`config.mk`:
```
export PLATFORM = sky130hd
export DESIGN_NAME = ps2_host_tx
export DESIGN_NICKNAME = d
export VERILOG_FILES = /design/src/rtl/ps2_pkg.sv /design/src/rtl/ps2_line_sync.sv /design/src/rtl/ps2_host_tx.sv
export SDC_FILE = /design/constraint.sdc
export NUM_CORES = 1
export LEC_CHECK = 0
export CAP_MARGIN = 20
export CELL_PAD_IN_SITES_DETAIL_PLACEMENT = 1
export CELL_PAD_IN_SITES_GLOBAL_PLACEMENT = 1
export CORE_ASPECT_RATIO = 1.25
export CORE_MARGIN = 4
export CORE_UTILIZATION = 31
export DETAILED_ROUTE_END_ITERATION = 7
export HOLD_SLACK_MARGIN = 0.1
export PLACE_DENSITY_LB_ADDON = 0.08
export SLEW_MARGIN = 20
export SYNTH_ARGS = -nofsm -noshare
export SYNTH_HDL_FRONTEND = slang
export SYNTH_SLANG_ARGS = --single-unit
```
`constraint.sdc`:
```
create_clock -name fclk -period 2.5 [get_ports fclk]
set_clock_uncertainty 0.15 [all_clocks]
set_input_delay 0.75 -clock fclk [delete_from_list [all_inputs] [get_ports fclk]]
set_output_delay 0.75 -clock fclk [all_outputs]
set_load 0.01 [all_outputs]
```
`src/rtl/ps2_pkg.sv`:
```
// Shared PS/2 definitions: frame constants, FSM state encoding and parity helper.
// Used by the host transmitter and by the keyboard receiver.
package ps2_pkg;
  localparam int   DATA_BITS = 8;
  localparam int   BIT_CNT_W = $clog2(DATA_BITS);
  localparam logic ACK_LEVEL = 1'b0;  // device pulls data low to acknowledge

  typedef enum logic [2:0] {
    IDLE, INHIBIT, REQ, DATA, PARITY, STOP, WAIT_IDLE
  } ps2_state_t;

  function automatic logic odd_parity(input logic [DATA_BITS-1:0] b);
    return ~^b;
  endfunction
endpackage

```
`src/rtl/ps2_line_sync.sv`:
```
// Two-flop synchronizers for the raw PS/2 clock and data pads, plus a
// falling-edge strobe on the synchronized clock.
module ps2_line_sync (
  input  logic fclk,
  input  logic rst,
  input  logic clkin,
  input  logic datain,
  output logic clk_s,
  output logic data_s,
  output logic fall
);
  logic [1:0] clk_sync_reg;
  logic [1:0] data_sync_reg;
  logic       clk_prev_reg;

  always_ff @(posedge fclk or negedge rst) begin
    if (!rst) begin
      clk_sync_reg  <= 2'b11;
      data_sync_reg <= 2'b11;
      clk_prev_reg  <= 1'b1;
    end else begin
      clk_sync_reg  <= {clk_sync_reg[0], clkin};
      data_sync_reg <= {data_sync_reg[0], datain};
      clk_prev_reg  <= clk_sync_reg[1];
    end
  end

  assign clk_s  = clk_sync_reg[1];
  assign data_s = data_sync_reg[1];
  assign fall   = clk_prev_reg & ~clk_sync_reg[1];
endmodule

```
`src/rtl/ps2_host_tx.sv`:
```
// PS/2 host-to-device command transmitter driving open-drain pull-low enables.
// Define PS2_TX_TIMEOUT_EN to enable the REQ..WAIT_IDLE watchdog.
module ps2_host_tx
  import ps2_pkg::*;
#(
  parameter int INHIBIT_CYCLES = 6000,
  parameter int TIMEOUT_CYCLES = 1000000,
  parameter int CNT_W          = 20
) (
  input  logic                 fclk,
  input  logic                 rst,
  input  logic                 clkin,
  input  logic                 datain,
  input  logic [DATA_BITS-1:0] tx_data,
  input  logic                 tx_valid,
  output logic                 tx_ready,
  output logic                 clk_oe,
  output logic                 data_oe,
  output logic                 done,
  output logic                 err
);
  logic clk_s, data_s, fall;

  ps2_line_sync u_sync (
    .fclk   (fclk),
    .rst    (rst),
    .clkin  (clkin),
    .datain (datain),
    .clk_s  (clk_s),
    .data_s (data_s),
    .fall   (fall)
  );

  ps2_state_t           state_reg;
  logic [DATA_BITS-1:0] sr_reg;
  logic                 par_reg;
  logic [BIT_CNT_W-1:0] bit_cnt_reg;
  logic [CNT_W-1:0]     cnt_reg;

`ifndef PS2_TX_TIMEOUT_EN
  localparam logic [CNT_W-1:0] unused_timeout = CNT_W'(TIMEOUT_CYCLES);
`endif

  always_ff @(posedge fclk or negedge rst) begin
    if (!rst) begin
      state_reg   <= IDLE;
      sr_reg      <= '0;
      par_reg     <= 1'b0;
      bit_cnt_reg <= '0;
      cnt_reg     <= '0;
      tx_ready    <= 1'b1;
      clk_oe      <= 1'b0;
      data_oe     <= 1'b0;
      done        <= 1'b0;
      err         <= 1'b0;
    end else begin
      done <= 1'b0;
      err  <= 1'b0;
      case (state_reg)
        IDLE: begin
          clk_oe   <= 1'b0;
          data_oe  <= 1'b0;
          tx_ready <= 1'b1;
          if (tx_valid && tx_ready) begin
            sr_reg    <= tx_data;
            par_reg   <= odd_parity(tx_data);
            cnt_reg   <= '0;
            clk_oe    <= 1'b1;
            tx_ready  <= 1'b0;
            state_reg <= INHIBIT;
          end
        end
        INHIBIT: begin
          if (cnt_reg == CNT_W'(INHIBIT_CYCLES - 1)) begin
            clk_oe    <= 1'b0;
            data_oe   <= 1'b1;
            cnt_reg   <= '0;
            state_reg <= REQ;
          end else begin
            cnt_reg <= cnt_reg + 1'b1;
          end
        end
        REQ: if (fall) begin
          data_oe     <= ~sr_reg[0];
          bit_cnt_reg <= '0;
          state_reg   <= DATA;
        end
        DATA: if (fall) begin
          if (bit_cnt_reg == BIT_CNT_W'(DATA_BITS - 1)) begin
            data_oe   <= ~par_reg;
            state_reg <= PARITY;
          end else begin
            // sr_reg[0] is already on the line, so the next bit is sr_reg[1]
            sr_reg      <= sr_reg >> 1;
            bit_cnt_reg <= bit_cnt_reg + 1'b1;
            data_oe     <= ~sr_reg[1];
          end
        end
        PARITY: if (fall) begin
          data_oe   <= 1'b0;
          state_reg <= STOP;
        end
        STOP: if (fall) begin
          if (data_s == ACK_LEVEL) begin
            state_reg <= WAIT_IDLE;
          end else begin
            err       <= 1'b1;
            state_reg <= IDLE;
          end
        end
        WAIT_IDLE: if (clk_s && data_s) begin
          done      <= 1'b1;
          state_reg <= IDLE;
        end
        default: state_reg <= IDLE;
      endcase

`ifdef PS2_TX_TIMEOUT_EN
      // Watchdog overrides any protocol step taken in the same cycle
      if (state_reg inside {REQ, DATA, PARITY, STOP, WAIT_IDLE}) begin
        if (cnt_reg == CNT_W'(TIMEOUT_CYCLES - 1)) begin
          clk_oe    <= 1'b0;
          data_oe   <= 1'b0;
          done      <= 1'b0;
          err       <= 1'b1;
          state_reg <= IDLE;
        end else begin
          cnt_reg <= cnt_reg + 1'b1;
        end
      end
`endif
    end
  end
endmodule

```
==> flow_summary.json <==
{
  "die_w_um": 87.1,
  "slew_violations": 0,
  "finalHoldViolations": 0,
  "leakage_nw": 1.26,
  "syn_to_final_growth_pct": 20.2,
  "post-place-ws_ns": 0.0597,
  "detail_route.wl_per_cell_um": 16.7,
  "route.detailed.drc": 0,
  "critical_path_arrival_ns": 1.40,
  "rrSetupSlack_ns": 0.26,
  "diodes": 0,
  "htreeDepth": 2,
  "syn_nets": 274,
  "finalNonFillerCells": 380,
  "ir_worst_vdd_mv": 0.299,
  "cts_buffer_depth": 2,
  "fin_util": 0.389,
  "synth_edf_count": 0,
  "power_density_mw_per_mm2": 1100,
  "grt_pass1_wl_um": 11200,
  "crit_family": "flip-flops",
  "grtUsageMet2": 0.265,
  "grtUsageMet3": 0.0246,
  "routed_wl_um": 6360,
  "fmax_ghz": 0.436,
  "worst_path_max_delay_cell": "dfstp_2",
  "start_kind": "flip-flop",
  "finalWorstSetupSlack_ns": 0.204,
  "busiest_layer": "met2",
  "min_path_type": "reg -> reg",
  "fp.dieH_um": 107,
  "required_ns": 1.60,
  "critPathMaxStageDelay_ns": 0.56,
  "clkPwrFrac": 0.209,
  "post-cts-setup-buffers": 0,
  "gp_congestion": 0.724,
  "netSwitchingPower_w": 0.00122,
  "status": "completed",
  "crit_chain": "clkdlybuf4s50_1",
  "layout_common_cells": "39 x dfrtp_1, 37 x nand2_1, 27 x o21ai_0",
  "dp_hpwl_um": 4730,
  "drt_iter0_drc": 63,
  "dp.cells": 372,
  "grt-ovfl-total": 0,
  "vias": 2050,
  "syn_inst": 258,
  "post-route-min-period_ns": 2.30,
  "start_util": 0.324,
  "synth_area_mm2": 0.00243,
  "clock_latency_ns": 0.30,
  "synth.distinct_cells": 46,
  "cts.repair.resized": 0,
  "pin_count": 18,
  "finalCritPeriodShare": 0.918,
  "dieArea_mm2": 0.00931,
  "rsz0062_at_grt": "no",
  "drt_pass1_iterations": 3,
  "nets": 303,
  "syn_area_per_cell_um2": 9.40,
  "num_rows": 35,
  "path_class": "reg -> out",
  "crit_buf_inv": 1,
  "first_global_vias": 2249,
  "seqPwrFrac": 0.368,
  "power_w": 0.00320,
  "drive_above_1_share": 0.149,
  "yosys_register_bits": 45,
  "worst_setup_path_end_kind": "primary output",
  "async_reset_ff_frac": 1.00,
  "p_int_w": 0.00198,
  "viasPerCell": 5.39,
  "grt_use_met1": 0.187,
  "tns_ns": 0,
  "largest_reg_flops": 20,
  "slew_headroom": 0.565,
  "numCtsBuffers": 5,
  "switching_share": 0.381,
  "combPwrFrac": 0.423,
  "tritoncts": "done",
  "synthFlopType": "dfrtp_1",
  "numPortBuffers": 17,
  "maxCapViolations": 0,
  "grt_antenna_before_repair": 0,
  "ys_seq_area_frac": 0.467,
  "detail-route-antenna-nets": 0,
  "grtUsageTotal": 0.152,
  "root_buffer": "clkbuf_8",
  "cts.hold.buffers_added": 0,
  "core_area_mm2": 0.00749,
  "setup_violations": 0,
  "cts_sinks": 45,
  "cp_max_fo": 3,
  "ys_warn_count": 0,
  "worst_slew_pin_slew_ns": 0.647,
  "final_common_cell": "dfrtp_1",
  "cts.reportedPaths.clkPinSlew_ns": 0.09,
  "grt_max_degree": 26
}
final timing paths:
| check | start | endpoint | cells after the start |
|---|---|---|---|
| setup / recovery | tx_ready | tx_ready | 1 |
| hold / removal | u_sync.clk_sync_reg[0] | u_sync.clk_sync_reg[1] | 0 |
| setup reg to reg | cnt_reg[0] | cnt_reg[18] | 7 |
| hold reg to reg | u_sync.clk_sync_reg[0] | u_sync.clk_sync_reg[1] | 0 |
| max in group asynchronous | rst | u_sync.data_sync_reg[0] | 2 |
| min in group asynchronous | rst | bit_cnt_reg[1] | 1 |
cells by family after synthesis:
kind of cell | count (synthesis) | share of synthesized area
compound gates | 76 | 0.199
fa+ha+maj | 3 | 0.0155
buf+inv | 15 | 0.0330
xor+xnor | 9 | 0.0325
flops | 45 | 0.467
mux | 11 | 0.0464
simple gates | 99 | 0.207
cells in the mapped netlist, drive strengths merged (2+ instances only):
cell type  number  area [um^2]
and2            2         12.5
o21ai          28          140
nand2          37          139
ha              3         37.5
a21oi          13         65.1
and3            4         25.0
mux2i           9         90.1
xnor2           9         78.8
nor4            7         58.8
nor3            7         35.0
a31o            2         17.5
a22o            5         43.8
a31oi          12         90.1
inv             2         7.51
dfstp           6          158
a41oi           2         17.5
o31ai           2         15.0
clkbuf          3         11.3
nand3b          3         22.5
buf            10         61.3
nand2b          2         12.5
nor3b           2         15.0
nor2b           2         12.5
nand3           7         40.0
nor2           19         71.3
mux2            2         22.5
a21o            7         52.6
dfrtp          39          976
power groups by stage:
| stage | combinational, W | sequential [W] | clock, W |
|---|---|---|---|
| 3_3_place_gp | 0.00135 | 0.00119 | 0 |
| 3_5_place_dp | 0.00138 | 0.00119 | 0 |
| 4_1_cts | 0.00138 | 0.00118 | 0.000689 |
| 2_1_floorplan | 0.000956 | 0.00112 | 0 |
| 5_1_grt | 0.00154 | 0.00122 | 0.000722 |
| 6_report | 0.00135 | 0.00118 | 0.000668 |
per-stage QoR:
step	hold slack (ns)	instance area (um^2)
after floorplan	0.195	2430
after global placement	0.196	2780
after detailed placement	0.198	2780
after CTS	0.212	2920
after global routing	0.220	2920
final	0.210	2920
layer usage:
layer	wire length, um	share of wire	vias to the layer above
met3	142	0.022	6
li1	-	-	996
met4	91	0.014	0
met5	0	0	-
met2	3290	0.52	18
met1	2840	0.45	1030
final cells by class:
type	count	area (um^2)
Timing Repair Buffer	35	313
Tap cell	92	115
Multi-Input combinational cell	198	1210
Inverter	2	7.51
Fill cell	846	4570
Clock inverter	3	65.1
Sequential cell	45	1130
Clock buffer	5	68.8
Power figures use the tool's default switching activity.
